--- config.mk ---
export PLATFORM = sky130hd
export DESIGN_NAME = apb4_mst_bridge_flat
export DESIGN_NICKNAME = d
export VERILOG_FILES = /design/src/rtl/apb4_mst_bridge_if.sv /design/src/rtl/apb4_mst_bridge.sv /design/src/flat_wrapper.sv
export SDC_FILE = /design/constraint.sdc
export NUM_CORES = 1
export LEC_CHECK = 0
export ABC_AREA = 1
export CORE_MARGIN = 10
export CORE_UTILIZATION = 40
export CTS_CLUSTER_DIAMETER = 150
export DETAILED_ROUTE_END_ITERATION = 10
export DONT_BUFFER_PORTS = 1
export MAX_ROUTING_LAYER = met4
export PLACE_DENSITY_LB_ADDON = 0.2
export RECOVER_POWER = 25
export SLEW_MARGIN = 20
export SYNTH_ARGS = -nofsm -noshare
export SYNTH_HDL_FRONTEND = slang
export SYNTH_SLANG_ARGS = --single-unit
export TNS_END_PERCENT = 100
--- constraint.sdc ---
create_clock -name clk_i -period 1.43 [get_ports clk_i]
set_clock_uncertainty 0.05 [all_clocks]
set_input_delay 0.2145 -clock clk_i [delete_from_list [all_inputs] [get_ports clk_i]]
set_output_delay 0.2145 -clock clk_i [all_outputs]
set_load 0.03 [all_outputs]
--- src/rtl/apb4_mst_bridge_if.sv ---
// rtl/apb4_mst_bridge_if.sv - APB4 bus bundle shared by the bridge and its completer
//
// Signals:
//   paddr, pprot, psel, penable, pwrite, pwdata, pstrb : requester -> completer
//   pready, prdata, pslverr                            : completer -> requester
// Modports: master (requester side), slave (completer side).
interface apb4_if;
  logic [31:0] paddr;
  logic [2:0]  pprot;
  logic        psel;
  logic        penable;
  logic        pwrite;
  logic [31:0] pwdata;
  logic [3:0]  pstrb;
  logic        pready;
  logic [31:0] prdata;
  logic        pslverr;

  modport master (
    output paddr, pprot, psel, penable, pwrite, pwdata, pstrb,
    input  pready, prdata, pslverr
  );

  modport slave (
    input  paddr, pprot, psel, penable, pwrite, pwdata, pstrb,
    output pready, prdata, pslverr
  );
endinterface

--- src/rtl/apb4_mst_bridge.sv ---
// rtl/apb4_mst_bridge.sv - single-outstanding request/response to APB4 requester bridge
//
// Ports:
//   clk_i, rst_i          : clock, synchronous active-high reset
//   req_valid_i/ready_o   : request handshake; ready only while idle
//   req_addr_i, req_write_i, req_wdata_i, req_wstrb_i, req_prot_i : request fields
//   rsp_valid_o/ready_i   : response handshake
//   rsp_rdata_o, rsp_err_o: read data (0 for writes), pslverr or timeout
//   apb                   : APB4 requester port (apb4_if.master)
// Optional feature: define APB4_MST_TIMEOUT_EN to build a 16-bit ACCESS timeout
// counter that aborts a transfer after TIMEOUT_CYCLES cycles without pready.
module apb4_mst_bridge #(
  parameter int unsigned TIMEOUT_CYCLES = 255
) (
  input  logic        clk_i,
  input  logic        rst_i,
  input  logic        req_valid_i,
  output logic        req_ready_o,
  input  logic [31:0] req_addr_i,
  input  logic        req_write_i,
  input  logic [31:0] req_wdata_i,
  input  logic [3:0]  req_wstrb_i,
  input  logic [2:0]  req_prot_i,
  output logic        rsp_valid_o,
  input  logic        rsp_ready_i,
  output logic [31:0] rsp_rdata_o,
  output logic        rsp_err_o,
  apb4_if.master      apb
);

  if (TIMEOUT_CYCLES < 1 || TIMEOUT_CYCLES > 65535) begin : g_bad_timeout
    $error("apb4_mst_bridge: TIMEOUT_CYCLES out of range 1..65535");
  end

  typedef enum logic [1:0] {IDLE, SETUP, ACCESS, RESP} state_t;

  state_t      state_q, state_d;
  logic [31:0] addr_q;
  logic [31:0] wdata_q;
  logic        write_q;
  logic [3:0]  strb_q;
  logic [2:0]  prot_q;
  logic        timeout;

`ifdef APB4_MST_TIMEOUT_EN
  // Counter rests at zero outside ACCESS, so it is already clear on entry.
  // The abort fires in the ACCESS cycle whose count reaches TIMEOUT_CYCLES,
  // giving exactly TIMEOUT_CYCLES cycles of psel/penable.
  localparam logic [15:0] TO_LAST = 16'(TIMEOUT_CYCLES - 1);
  logic [15:0] to_cnt_q;

  always_ff @(posedge clk_i) begin
    if (rst_i || state_q != ACCESS) begin
      to_cnt_q <= 16'd0;
    end else if (!apb.pready) begin
      to_cnt_q <= to_cnt_q + 16'd1;
    end
  end

  // pready in the same cycle takes priority over the abort.
  assign timeout = (state_q == ACCESS) && !apb.pready && (to_cnt_q == TO_LAST);
`else
  assign timeout = 1'b0;
`endif

  always_ff @(posedge clk_i) begin
    if (rst_i) begin
      state_q <= IDLE;
    end else begin
      state_q <= state_d;
    end
  end

  always_comb begin
    state_d     = state_q;
    req_ready_o = 1'b0;
    rsp_valid_o = 1'b0;
    apb.psel    = 1'b0;
    apb.penable = 1'b0;
    unique case (state_q)
      IDLE: begin
        req_ready_o = !rst_i;
        if (req_valid_i && !rst_i) state_d = SETUP;
      end
      SETUP: begin
        apb.psel = 1'b1;
        state_d  = ACCESS;
      end
      ACCESS: begin
        apb.psel    = 1'b1;
        apb.penable = 1'b1;
        if (apb.pready || timeout) state_d = RESP;
      end
      RESP: begin
        rsp_valid_o = 1'b1;
        if (rsp_ready_i) state_d = IDLE;
      end
      default: state_d = IDLE;
    endcase
  end

  // Request fields are latched once and held on the bus until the next
  // acceptance, so paddr/pwdata keep their last values while idle.
  always_ff @(posedge clk_i) begin
    if (rst_i) begin
      addr_q      <= 32'd0;
      wdata_q     <= 32'd0;
      write_q     <= 1'b0;
      strb_q      <= 4'd0;
      prot_q      <= 3'd0;
      rsp_rdata_o <= 32'd0;
      rsp_err_o   <= 1'b0;
    end else begin
      if (state_q == IDLE && req_valid_i) begin
        addr_q  <= req_addr_i;
        wdata_q <= req_wdata_i;
        write_q <= req_write_i;
        strb_q  <= req_write_i ? req_wstrb_i : 4'd0;
        prot_q  <= req_prot_i;
      end
      if (state_q == ACCESS) begin
        if (apb.pready) begin
          rsp_rdata_o <= write_q ? 32'd0 : apb.prdata;
          rsp_err_o   <= apb.pslverr;
        end else if (timeout) begin
          rsp_rdata_o <= 32'd0;
          rsp_err_o   <= 1'b1;
        end
      end
    end
  end

  assign apb.paddr  = addr_q;
  assign apb.pwdata = wdata_q;
  assign apb.pwrite = write_q;
  assign apb.pstrb  = strb_q;
  assign apb.pprot  = prot_q;

endmodule

--- src/flat_wrapper.sv ---
// flat-port wrapper written by rule: the top's interface ports become plain ports
module apb4_mst_bridge_flat 
#(
  parameter int unsigned TIMEOUT_CYCLES = 255
)
  (clk_i, rst_i, req_valid_i, req_ready_o, req_addr_i, req_write_i, req_wdata_i, req_wstrb_i, req_prot_i, rsp_valid_o, rsp_ready_i, rsp_rdata_o, rsp_err_o, apb_paddr, apb_pprot, apb_psel, apb_penable, apb_pwrite, apb_pwdata, apb_pstrb, apb_pready, apb_prdata, apb_pslverr);
  apb4_if apb_i ();
  input  logic clk_i;
  input  logic rst_i;
  input  logic req_valid_i;
  output logic req_ready_o;
  input  logic [31:0] req_addr_i;
  input  logic req_write_i;
  input  logic [31:0] req_wdata_i;
  input  logic [3:0] req_wstrb_i;
  input  logic [2:0] req_prot_i;
  output logic rsp_valid_o;
  input  logic rsp_ready_i;
  output logic [31:0] rsp_rdata_o;
  output logic rsp_err_o;
  output wire logic [$bits(apb_i.paddr)-1:0] apb_paddr;
  output wire logic [$bits(apb_i.pprot)-1:0] apb_pprot;
  output wire logic [$bits(apb_i.psel)-1:0] apb_psel;
  output wire logic [$bits(apb_i.penable)-1:0] apb_penable;
  output wire logic [$bits(apb_i.pwrite)-1:0] apb_pwrite;
  output wire logic [$bits(apb_i.pwdata)-1:0] apb_pwdata;
  output wire logic [$bits(apb_i.pstrb)-1:0] apb_pstrb;
  input wire logic [$bits(apb_i.pready)-1:0] apb_pready;
  input wire logic [$bits(apb_i.prdata)-1:0] apb_prdata;
  input wire logic [$bits(apb_i.pslverr)-1:0] apb_pslverr;
  assign apb_paddr = apb_i.paddr;
  assign apb_pprot = apb_i.pprot;
  assign apb_psel = apb_i.psel;
  assign apb_penable = apb_i.penable;
  assign apb_pwrite = apb_i.pwrite;
  assign apb_pwdata = apb_i.pwdata;
  assign apb_pstrb = apb_i.pstrb;
  assign apb_i.pready = apb_pready;
  assign apb_i.prdata = apb_prdata;
  assign apb_i.pslverr = apb_pslverr;
  apb4_mst_bridge #(.TIMEOUT_CYCLES(TIMEOUT_CYCLES)) u_core (.clk_i(clk_i), .rst_i(rst_i), .req_valid_i(req_valid_i), .req_ready_o(req_ready_o), .req_addr_i(req_addr_i), .req_write_i(req_write_i), .req_wdata_i(req_wdata_i), .req_wstrb_i(req_wstrb_i), .req_prot_i(req_prot_i), .rsp_valid_o(rsp_valid_o), .rsp_ready_i(rsp_ready_i), .rsp_rdata_o(rsp_rdata_o), .rsp_err_o(rsp_err_o), .apb(apb_i));
endmodule
**Word-level counts from Yosys, hierarchy flattened**

Cells that the tools add are included.

- Output and inout bits: 109
- Input bits: 110
- Flip-flop bits (word level): 107

- Eq/ne operators: 6
- Reduce and logical (&&, ||, !) cells: 7
- Mux-type cells: 10

Operator list:

| cell | number |
|---|---|
| two-way mux 32 bit | 1 |
| one-hot mux 2 bit (4 select lines) | 1 |
| two-way mux 2 bit | 3 |
| equality test 2 bit, second input constant | 2 |
| two-way mux 1 bit | 4 |
| two-way mux 4 bit | 1 |
| inequality test 2 bit, second input constant | 2 |
| AND reduction 3 bit | 1 |
| equality test 2 x 1 -> 1 bit, second input constant | 1 |
| logical AND 1 bit | 2 |
| zero test 2 bit | 1 |
| inequality test 2 x 1 -> 1 bit, second input constant | 1 |
| AND reduction 2 bit | 1 |
| OR reduction 2 bit | 1 |
| zero test 1 bit | 1 |

**Depth between registers and ports, before layout**

Gate-level depths: netlist of the first run.

- Depth after elaboration: 4
- Depth in mapped cells: 8
- Depth with buffers taken out: 8

**Worst setup path after synthesis of the first run**

OpenSTA, ideal clock, no wires.

- Path type: register to register
- From: reg u_core.state_q[0]
- To: reg u_core.rsp_rdata_o[0]
- Setup time: 0.070 ns
- Data arrival time: 1.355 ns
- Path slack: -0.045 ns
- Stages on the path, launching flop included: 8
- Path buffers: 1
- Required time: 1.310 ns
- Cells stage by stage: dfxtp_1 inv_1 ha_1 nand2_2 inv_2 buf_4 nand3_1 a21oi_1

- Word-level cells in the longest chain between the ends: 2

Ends and longest elaborated chain:

| element | RTL line | text |
|---|---|---|
| start, declared | apb4_mst_bridge.sv:37 | `state_t state_q, state_d;` |
| start signal, assigned | apb4_mst_bridge.sv:70 | `state_q <= state_d;` |
| equality test 2 bit | apb4_mst_bridge.sv:121 | `if (state_q == ACCESS) begin` |
| AND reduction 2 bit (no source line) | n/a |  |
| end signal, assigned | apb4_mst_bridge.sv:123 | `rsp_rdata_o <= write_q ? 32'd0 : apb.prdata;` |
| end, declared | apb4_mst_bridge.sv:26 | `output logic [31:0] rsp_rdata_o,` |

Every way passes these cells.
A chain may end at the register's enable or synchronous reset.

**Final worst setup path of the first run**

- From: reg u_core.state_q[0]
- To: out req_ready_o

- Word-level cells in the longest chain between the ends: 2

Ends and longest elaborated chain:

| element | RTL line | text |
|---|---|---|
| zero test 2 bit | apb4_mst_bridge.sv:80 | `unique case (state_q)` |
| two-way mux 1 bit | apb4_mst_bridge.sv:80 |  |
| end, declared | flat_wrapper.sv:11 | `output logic req_ready_o;` |

Every way passes these cells.

==> impl_metrics.env, run 1 <==
export IMPL_avgViaCountPerCell=5.130
export IMPL_maxSlewHeadroom_pct=72.04
export IMPL_grt_util_met3_pct=7.901
export IMPL_finalCritPeriodShare_pct=106.5
export IMPL_clkPwrFrac_pct=16.6
export IMPL_synth_cell_types=19
export IMPL_crit_arrival_ps=1260
export IMPL_critPathKind="reg -> out"
export IMPL_async_flop_share_pct=0
export IMPL_maxCapViolCount=0
export IMPL_critPathTopFamily="flip-flops"
export IMPL_synth_compound_area_share_pct=13.58
export IMPL_status="finished, violations left"
export IMPL_cts_htree_levels=3
export IMPL_dieArea_mm2=0.01407
export IMPL_ir_worst_vdd_mv=1.033
export IMPL_hold_path_cell_count=2
export IMPL_use_met1_pct=19.93
export IMPL_place_congestion=0.8922
export IMPL_io_pins=219
export IMPL_diodes=0
export IMPL_pwr_share_comb_pct=32.9
export IMPL_die_w_um=118.6
export IMPL_grt_overflow=0
export IMPL_yosysMostFrequentCell="nor2_1"
export IMPL_antenna_found_initial=0
export IMPL_drt_pass1_iter_count=7
export IMPL_min_delay_start="req_addr_i[14]"
export IMPL_dpl_cell_count=606
export IMPL_clkSinkCount=107
export IMPL_clockBufferDepth=2
export IMPL_ant_nets=0
export IMPL_slowest_stage="dfxtp_2"
export IMPL_reg2regPathDepth=8
export IMPL_drc_errors=0
export IMPL_rows=35
export IMPL_crit_start="u_core.state_q[0]"
export IMPL_power_leakage_nw=2.194
export IMPL_drt_total_wl_um=13960
export IMPL_core_mm2=0.009371
export IMPL_netlist_area_mm2=0.003889
export IMPL_worstSetupEndpoint="req_ready_o"
export IMPL_drt_initial_drc_count=302
export IMPL_grt_util_met2_pct=29.36
export IMPL_rrSetupSlack_ps=10
export IMPL_synth_edff_count=0
export IMPL_whs_ps=-4.446
export IMPL_synthFlopType="dfxtp_1"
export IMPL_synth_seq_cells=107
export IMPL_seq_power_share_pct=50.5
export IMPL_synthAdderAreaFrac_pct=1.287
export IMPL_slew_viol_final=0
export IMPL_initial_core_util_pct=41.50
export IMPL_grt_start_max_net_pins=68
export IMPL_placed_cell_area_mm2=0.004080
export IMPL_dp_slack_ps=-50.51
export IMPL_cts_root_buf="clkbuf_8"
export IMPL_cp_required_ps=1170
export IMPL_insertion_delay_ps=360
export IMPL_critPathCaptureType="output port"
export IMPL_fin_crit_ps=1522
export IMPL_rsz0062_at_grt="yes"
export IMPL_portBuffers=0
export IMPL_worst_setup_path_start_kind="register"
export IMPL_finalSetupViolCount=4
export IMPL_synthTopCellsByArea="dfxtp_1, nor2_1, o21ai_0"
export IMPL_num_vias=3781
export IMPL_grt_busiest_layer="met2"
export IMPL_tritoncts="built"
export IMPL_power_density_mw_per_mm2=1871
export IMPL_grt_pass1_vias=3689
export IMPL_switching_power_mw=4.664
export IMPL_switching_share_pct=44.11
export IMPL_seq_area_frac_synth_pct=55.08
export IMPL_max_stage_delay_ps=350
export IMPL_drive_gt1_share_pct=13.65
export IMPL_synth_mux_area_share_pct=0
export IMPL_cpMostUsedCell="buf_6"
export IMPL_areaGrowthSynthToFinish_pct=45.30
export IMPL_synth_fp_nets=605
export IMPL_synth_top_family_by_area="simple AND/OR/NAND/NOR gates"
export IMPL_cp_max_fo=3
export IMPL_timing_rr_start="u_core.state_q[0]"
export IMPL_crit_cells=6
export IMPL_synthesis_instances=491
export IMPL_stdcell_area_mm2=0.005650
export IMPL_wl_per_cell_um=18.93
export IMPL_grt_pass1_wl_um=20500
export IMPL_die_y_um=118.6
export IMPL_final_nets=717
export IMPL_fmax_mhz=656.9
export IMPL_hold_viol=1
export IMPL_layout_cells_non_filler=737
export IMPL_yosys_area_top_type="dfxtp_1"
export IMPL_clkTransAtPathRegs_ps=100
export IMPL_synthSimpleGateAreaFrac_pct=24.00
export IMPL_worst_pin_slew_ps=418.8
export IMPL_violations="hold timing, setup timing"
export IMPL_fin_ws_ps=-92.30
export IMPL_min_path_type="in -> reg"
export IMPL_r2r_end="u_core.apb.pwrite"
export IMPL_dp_hpwl_um=8755
export IMPL_worstPathCellList="inv_4 > ha_4 > buf_6 > inv_2 > nor2_2 > buf_6"
export IMPL_ys_top_cells_by_count="nor2_1, dfxtp_1, o21ai_0"
export IMPL_synth_xor_area_share_pct=0
export IMPL_syn_avg_cell_area_um2=7.920
export IMPL_numCtsBuffers=9
export IMPL_p_int_mw=5.910
export IMPL_grt_usage_pct=18.28
export IMPL_yosys_warnings=0
export IMPL_critPathBufInv=4
export IMPL_synth_top_cell_area_share_pct=55.08
-- what timing repair did --
item                                    in CTS  in global routing
cloned                                       0                  5
endpoints found under the setup margin      34                 68
pin swaps                                    2                  3
hold buffers                               103                  2
setup buffers                                2                  3
endpoints found under the hold margin      101                  2
resized for setup                           18                 71
-- power groups by stage --
stage	Combinational, mW	Sequential, mW	Clock (mW)
3_5_place_dp	2.35	5.40	0
2_1_floorplan	1.80	5.19	0
5_1_grt	3.81	5.42	1.92
3_3_place_gp	2.27	5.40	0
4_1_cts	2.81	5.35	1.80
6_report	3.48	5.34	1.75
-- cell families (layout without fill, tap and decap cells) --
kind of cell | after synthesis | after routing
compound gates | 105 | 105
buf+inv | 47 | 163
simple gates | 228 | 229
fa+ha+maj | 4 | 4
flops | 107 | 107
-- cell type report --
| type | instances | area, µm² |
|---|---|---|
| inverters | 13 | 61.31 |
| clock buffers | 9 | 123.9 |
| flip-flops and latches | 107 | 2145 |
| fillers | 806 | 3721 |
| multi-input cells | 338 | 1610 |
| clock inverters | 7 | 58.81 |
| well taps | 129 | 161.4 |
| repair buffers | 134 | 1490 |
-- through the flow --
stage	utilization [%]	hold slack (ps)	power [mW]	setup TNS, ps
final	60.29	-4.446	10.57	-209.4
after global routing	60.29	3.699	11.16	-543.5
after CTS	57.52	2.003	9.967	-284.8
after detailed placement	43.54	239.8	7.754	-206.3
after global placement	43.54	238.9	7.665	0
after floorplan	-	307.9	6.996	0
-- worst register-to-register path, cell delays in order (launching register included) --
cell,delay [ps]
dfxtp_2,350
inv_4,70
ha_4,130
buf_4,150
nand2_8,100
inv_8,120
buf_12,140
nor2_1,50
o21a_1,160
-- registers in the layout, indices dropped and copies added (netlist names) --
signal,cells
u_core.rsp_rdata_o,32
u_core.apb.pwrite,1
u_core.apb.pstrb,4
u_core.state_q,2
u_core.rsp_err_o,1
u_core.apb.pprot,3
u_core.apb.paddr,32
u_core.apb.pwdata,32
-- layout by cell type, fill, tap and decap left out, types with 3 or more instances in the layout --
cell / instances
o21ai_0: 29
buf_6: 9
o21ai_1: 34
dfxtp_1: 105
a21oi_1: 36
buf_4: 6
clkbuf_16: 3
nand2_1: 47
ha_4: 3
o21ai_2: 5
clkbuf_8: 9
buf_12: 9
nand3_1: 34
inv_1: 7
nor2_1: 126
dlygate4sd3_1: 104
nor2_2: 19
-- worst min-delay path by stage --
stage                                 end
finish               u_core.apb.paddr[14]
CTS                  u_core.apb.paddr[25]
floorplan             u_core.apb.pstrb[0]
global placement    u_core.rsp_rdata_o[7]
global route         u_core.apb.paddr[14]
detailed placement  u_core.rsp_rdata_o[5]
-- routing by layer --
metal	vias up	wire length [µm]
li1	1810	-
met1	1749	5197
met2	199	7139
met3	23	1394
met4	0	224
met5	-	0
Note: power is estimated with default switching activity, not from simulation.
==> run 2, diff against run 1 <==
CORE_MARGIN = 8   (was 10)
==> impl_metrics.env, run 2 (synthesis results as in run 1) <==
export IMPL_slew_viol_final=0
export IMPL_cts_root_buf="clkbuf_8"
export IMPL_avgViaCountPerCell=5.063
export IMPL_reg2regPathDepth=7
export IMPL_place_congestion=0.7712
export IMPL_rsz0062_at_grt="yes"
export IMPL_worst_setup_path_start_kind="register"
export IMPL_areaGrowthSynthToFinish_pct=45.08
export IMPL_stdcell_area_mm2=0.005642
export IMPL_clkSinkCount=107
export IMPL_finalSetupViolCount=1
export IMPL_violations="setup timing"
export IMPL_drt_pass1_iter_count=4
export IMPL_wl_per_cell_um=18.16
export IMPL_setup_tns_final_ps=-6.010
export IMPL_initial_core_util_pct=40.53
export IMPL_core_mm2=0.009594
export IMPL_slowest_stage="dfxtp_2"
export IMPL_grt_pass1_wl_um=19080
export IMPL_grt_overflow=0
export IMPL_final_nets=712
export IMPL_drt_initial_drc_count=231
export IMPL_worst_pin_slew_ps=394.6
export IMPL_grt_pass1_vias=3680
export IMPL_num_vias=3726
export IMPL_max_stage_delay_ps=360
export IMPL_drive_gt1_share_pct=13.12
export IMPL_hold_path_cell_count=3
export IMPL_rrSetupSlack_ps=10
export IMPL_io_pins=219
export IMPL_fin_crit_ps=1436
export IMPL_rows=36
export IMPL_final_common_cell="nor2_1"
export IMPL_whs_ps=57.92
export IMPL_p_total_mw=10.67
export IMPL_ant_nets=0
export IMPL_fin_ws_ps=-6.010
export IMPL_tritoncts="built"
export IMPL_layout_common_cells="nor2_1, dfxtp_1, dlygate4sd3_1, o21ai_1, nand2_1"
export IMPL_crit_cells=3
export IMPL_status="finished, violations left"
export IMPL_grt_start_max_net_pins=68
export IMPL_drc_errors=0
export IMPL_critPathKind="reg -> out"
export IMPL_nFillCells=842
export IMPL_critPathTopFamily="flip-flops"
export IMPL_ir_worst_vdd_mv=1.031
export IMPL_critPathCaptureType="output port"
export IMPL_power_leakage_nw=2.170
export IMPL_numCtsBuffers=9
export IMPL_hold_viol=0
export IMPL_drt_total_wl_um=13370
export IMPL_cp_max_fo=3
export IMPL_placed_cell_area_mm2=0.004083
export IMPL_dieArea_mm2=0.01313
export IMPL_clockBufferDepth=2
export IMPL_antenna_found_initial=1
export IMPL_critPathBufInv=2
export IMPL_worstPathCellList="inv_2 > ha_4 > buf_6"
export IMPL_cts_htree_levels=3
export IMPL_die_y_um=114.6
export IMPL_min_path_type="in -> reg"
export IMPL_cp_required_ps=1170
export IMPL_dp_hpwl_um=7968
export IMPL_clkTransAtPathRegs_ps=90
export IMPL_portBuffers=0
export IMPL_grt_usage_pct=18.91
export IMPL_die_w_um=114.6
export IMPL_dp_slack_ps=31.73
export IMPL_power_density_mw_per_mm2=1891
export IMPL_finalCritPeriodShare_pct=100.4
export IMPL_maxSlewHeadroom_pct=73.66
export IMPL_insertion_delay_ps=360
export IMPL_fmax_mhz=696.4
export IMPL_crit_arrival_ps=1170
export IMPL_maxCapViolCount=0
## run 2: path summary, 6_finish.rpt
| check | from | end |
|---|---|---|
| hold / removal | req_valid_i | u_core.apb.pstrb[2] |
| setup reg to reg | u_core.state_q[0] | u_core.apb.paddr[29] |
| hold reg to reg | u_core.rsp_rdata_o[21] | u_core.rsp_rdata_o[21] |
| setup / recovery | u_core.state_q[1] | apb_psel |
## run 2: cell type report
cell class	instances	area, µm²	share of cell area, %
inverters	13	63.81	1.131
repair buffers	130	1441	25.55
diodes	1	2.502	0.04436
flip-flops and latches	107	2145	38.01
well taps	133	166.4	2.950
clock buffers	11	141.4	2.506
clock inverters	4	75.07	1.331
multi-input cells	337	1607	28.48
## run 2: where the power goes
| group | total [mW] | internal (mW) | switching, mW |
|---|---|---|---|
| Combinational | 3.31 | 1.51 | 1.81 |
| Clock | 2.02 | 1.03 | 0.991 |
| Sequential | 5.34 | 3.62 | 1.71 |
| Total | 10.7 | 6.16 | 4.51 |
## run 2: repair_timing
action / 4_1_cts / 5_1_grt
cloned: 0 / 5
endpoints found under the hold margin: 103 / 1
setup buffers: 1 / 2
resized for setup: 13 / 79
endpoints found under the setup margin: 4 / 97
pin swaps: 2 / 3
hold buffers: 104 / 1
## run 2: tightest hold or removal path: cells and delay by family
family / cells / cell delay (ps)
simple gates: 2 / 150
compound gates: 1 / 50
## run 2: per-layer routing
layer	wire (µm)	share of wire [%]	up-vias	global-route usage [%]
li1	-	-	1795	-
met1	5055	38	1721	19.27
met2	6881	51	186	32.03
met3	1152	8.6	24	5.696
met4	277	2.1	0	10.47
met5	0	0	-	-
## run 2: per-stage QoR
stage,std cells,util (%)
floorplan,491,-
global placement,608,42.55
detailed placement,608,42.55
CTS,727,56.33
global route,736,58.80
finish,736,58.80
==> run 3, diff against run 2 <==
GPL_TIMING_DRIVEN = 0   (was unset)
==> impl_metrics.env, run 3 (synthesis results as in run 1) <==
export IMPL_max_stage_delay_ps=370
export IMPL_rrSetupSlack_ps=-10
export IMPL_drt_pass1_iter_count=4
export IMPL_insertion_delay_ps=360
export IMPL_worst_setup_path_start_kind="register"
export IMPL_power_leakage_nw=2.166
export IMPL_slowest_stage="dfxtp_4"
export IMPL_clkTransAtPathRegs_ps=90
export IMPL_areaGrowthSynthToFinish_pct=44.85
export IMPL_maxCapViolCount=0
export IMPL_drive_gt1_share_pct=14.19
export IMPL_r2r_end="u_core.apb.pwdata[24]"
export IMPL_drt_total_wl_um=13630
export IMPL_min_path_type="in -> reg"
export IMPL_clkSinkCount=107
export IMPL_worstPathCellList="inv_6 > ha_4 > inv_2 > nor2_4"
export IMPL_hold_viol=0
export IMPL_finalSetupViolCount=5
export IMPL_numCtsBuffers=9
export IMPL_die_y_um=114.6
export IMPL_ir_worst_vdd_mv=0.9089
export IMPL_critPathKind="reg -> out"
export IMPL_whs_ps=50.98
export IMPL_final_common_cell="nor2_1"
export IMPL_finalCritPeriodShare_pct=103.7
export IMPL_dp_hpwl_um=8798
export IMPL_power_density_mw_per_mm2=1814
export IMPL_num_vias=3818
export IMPL_ant_nets=0
export IMPL_rsz0062_at_grt="yes"
export IMPL_grt_util_met3_pct=6.751
export IMPL_initial_core_util_pct=40.53
export IMPL_tritoncts="built"
export IMPL_diodes=0
export IMPL_grt_pass1_wl_um=20270
export IMPL_avgViaCountPerCell=5.070
export IMPL_use_met1_pct=20.42
export IMPL_fin_crit_ps=1483
export IMPL_cts_htree_levels=3
export IMPL_die_w_um=114.6
export IMPL_hold_path_cell_count=3
export IMPL_dieArea_mm2=0.01313
export IMPL_core_mm2=0.009594
export IMPL_reg2regPathDepth=8
export IMPL_fin_ws_ps=-52.65
export IMPL_setup_tns_final_ps=-97.20
export IMPL_wl_per_cell_um=18.10
export IMPL_antenna_found_initial=0
export IMPL_cts_root_buf="clkbuf_8"
export IMPL_worst_pin_slew_ps=526.5
export IMPL_min_delay_start="apb_pready"
export IMPL_grt_pass1_vias=3885
export IMPL_status="finished, violations left"
export IMPL_nFillCells=825
export IMPL_drt_initial_drc_count=186
export IMPL_io_pins=219
export IMPL_critPathCaptureType="output port"
export IMPL_min_to="u_core.rsp_rdata_o[15]"
export IMPL_slew_viol_final=0
export IMPL_p_total_mw=10.22
export IMPL_portBuffers=0
export IMPL_place_congestion=0.7948
export IMPL_crit_arrival_ps=1220
export IMPL_grt_overflow=0
export IMPL_rows=36
export IMPL_crit_cells=4
export IMPL_stdcell_area_mm2=0.005633
export IMPL_grt_util_met2_pct=34.14
export IMPL_fin_util_pct=58.71
export IMPL_final_nets=729
export IMPL_drc_errors=0
export IMPL_layout_common_cells="nor2_1, dfxtp_1, dlygate4sd3_1, o21ai_0, nand2_1"
export IMPL_grt_start_max_net_pins=16
export IMPL_fmax_mhz=674.5
export IMPL_cp_required_ps=1170
export IMPL_timing_rr_start="u_core.state_q[0]"
export IMPL_placed_cell_area_mm2=0.004058
export IMPL_grt_busiest_layer="met2"
export IMPL_cp_max_fo=4
export IMPL_maxSlewHeadroom_pct=64.90
export IMPL_critPathTopFamily="flip-flops"
export IMPL_grt_usage_pct=20.35
export IMPL_violations="setup timing"
export IMPL_clockBufferDepth=2
export IMPL_critPathBufInv=2
[run 3: cell types whose count changed in the layout (fill, tap and decap cells not counted), moves of 3 or more]
cell and change:
a21oi_1 -8, a21oi_2 +8, buf_12 -5, buf_2 +10, buf_8 +3, clkbuf_1 +10, clkbuf_8 +3, nand3_1 -7
nand3_2 +5, nor2_1 +13, nor2_2 -14, o21ai_0 +33, o21ai_1 -33
[run 3: power by group]
group	total (mW)	internal, mW	switching (mW)
sequential	5.36	3.63	1.72
clock	1.79	0.826	0.968
combinational	3.07	1.32	1.75
[run 3: how the worst max path moves through the flow]
stage               slack [ps]         startpoint                    end
finish                     -50  u_core.state_q[0]            req_ready_o
global route              -120  u_core.state_q[0]            req_ready_o
CTS                        -90  u_core.state_q[0]            req_ready_o
global placement          -170  u_core.state_q[0]   u_core.apb.paddr[15]
floorplan                   60  u_core.state_q[0]  u_core.apb.pwdata[21]
detailed placement        -230  u_core.state_q[1]   u_core.apb.paddr[15]
[run 3: metal layers]
metal | up-vias | routed length, µm
met3 | 52 | 1250
met4 | 0 | 586
met1 | 1720 | 5059
met2 | 202 | 6730
li1 | 1844 | -
met5 | - | 0
[run 3: final cells by class]
class                      count  area, µm²  share of cell area [%]
buffer                        34      235.2                   4.176
clock buffer                  15      186.4                   3.310
clock inverter                 1      5.005                 0.08885
inverter                      13      73.82                   1.311
multi-input combinational    338       1658                   29.43
sequential                   107       2150                   38.16
tap                          133      166.4                   2.954
timing repair buffer         111       1150                   20.41
timing repair inverter         1      8.758                  0.1555
[run 3: repair_timing]
item,in CTS,in global routing
hold buffers,104,0
endpoints found under the hold margin,104,0
buffers inserted,2,2
pin swaps,3,7
cloned,1,4
resized for setup,23,69
endpoints found under the setup margin,107,98
[run 3: worst reg2reg max path, delay by kind of cell (launching register included)]
family	cells	cell delay, ps
simple gates	3	300
flops	1	380
buf+inv	4	430
fa+ha+maj	1	180
[run 3: through the flow]
stage / setup WS, ps / std cells
CTS: -91.67 / 747
detailed placement: -228.6 / 624
global placement: -167.4 / 624
global route: -117.7 / 753
finish: -52.65 / 753
floorplan: 58.83 / 491
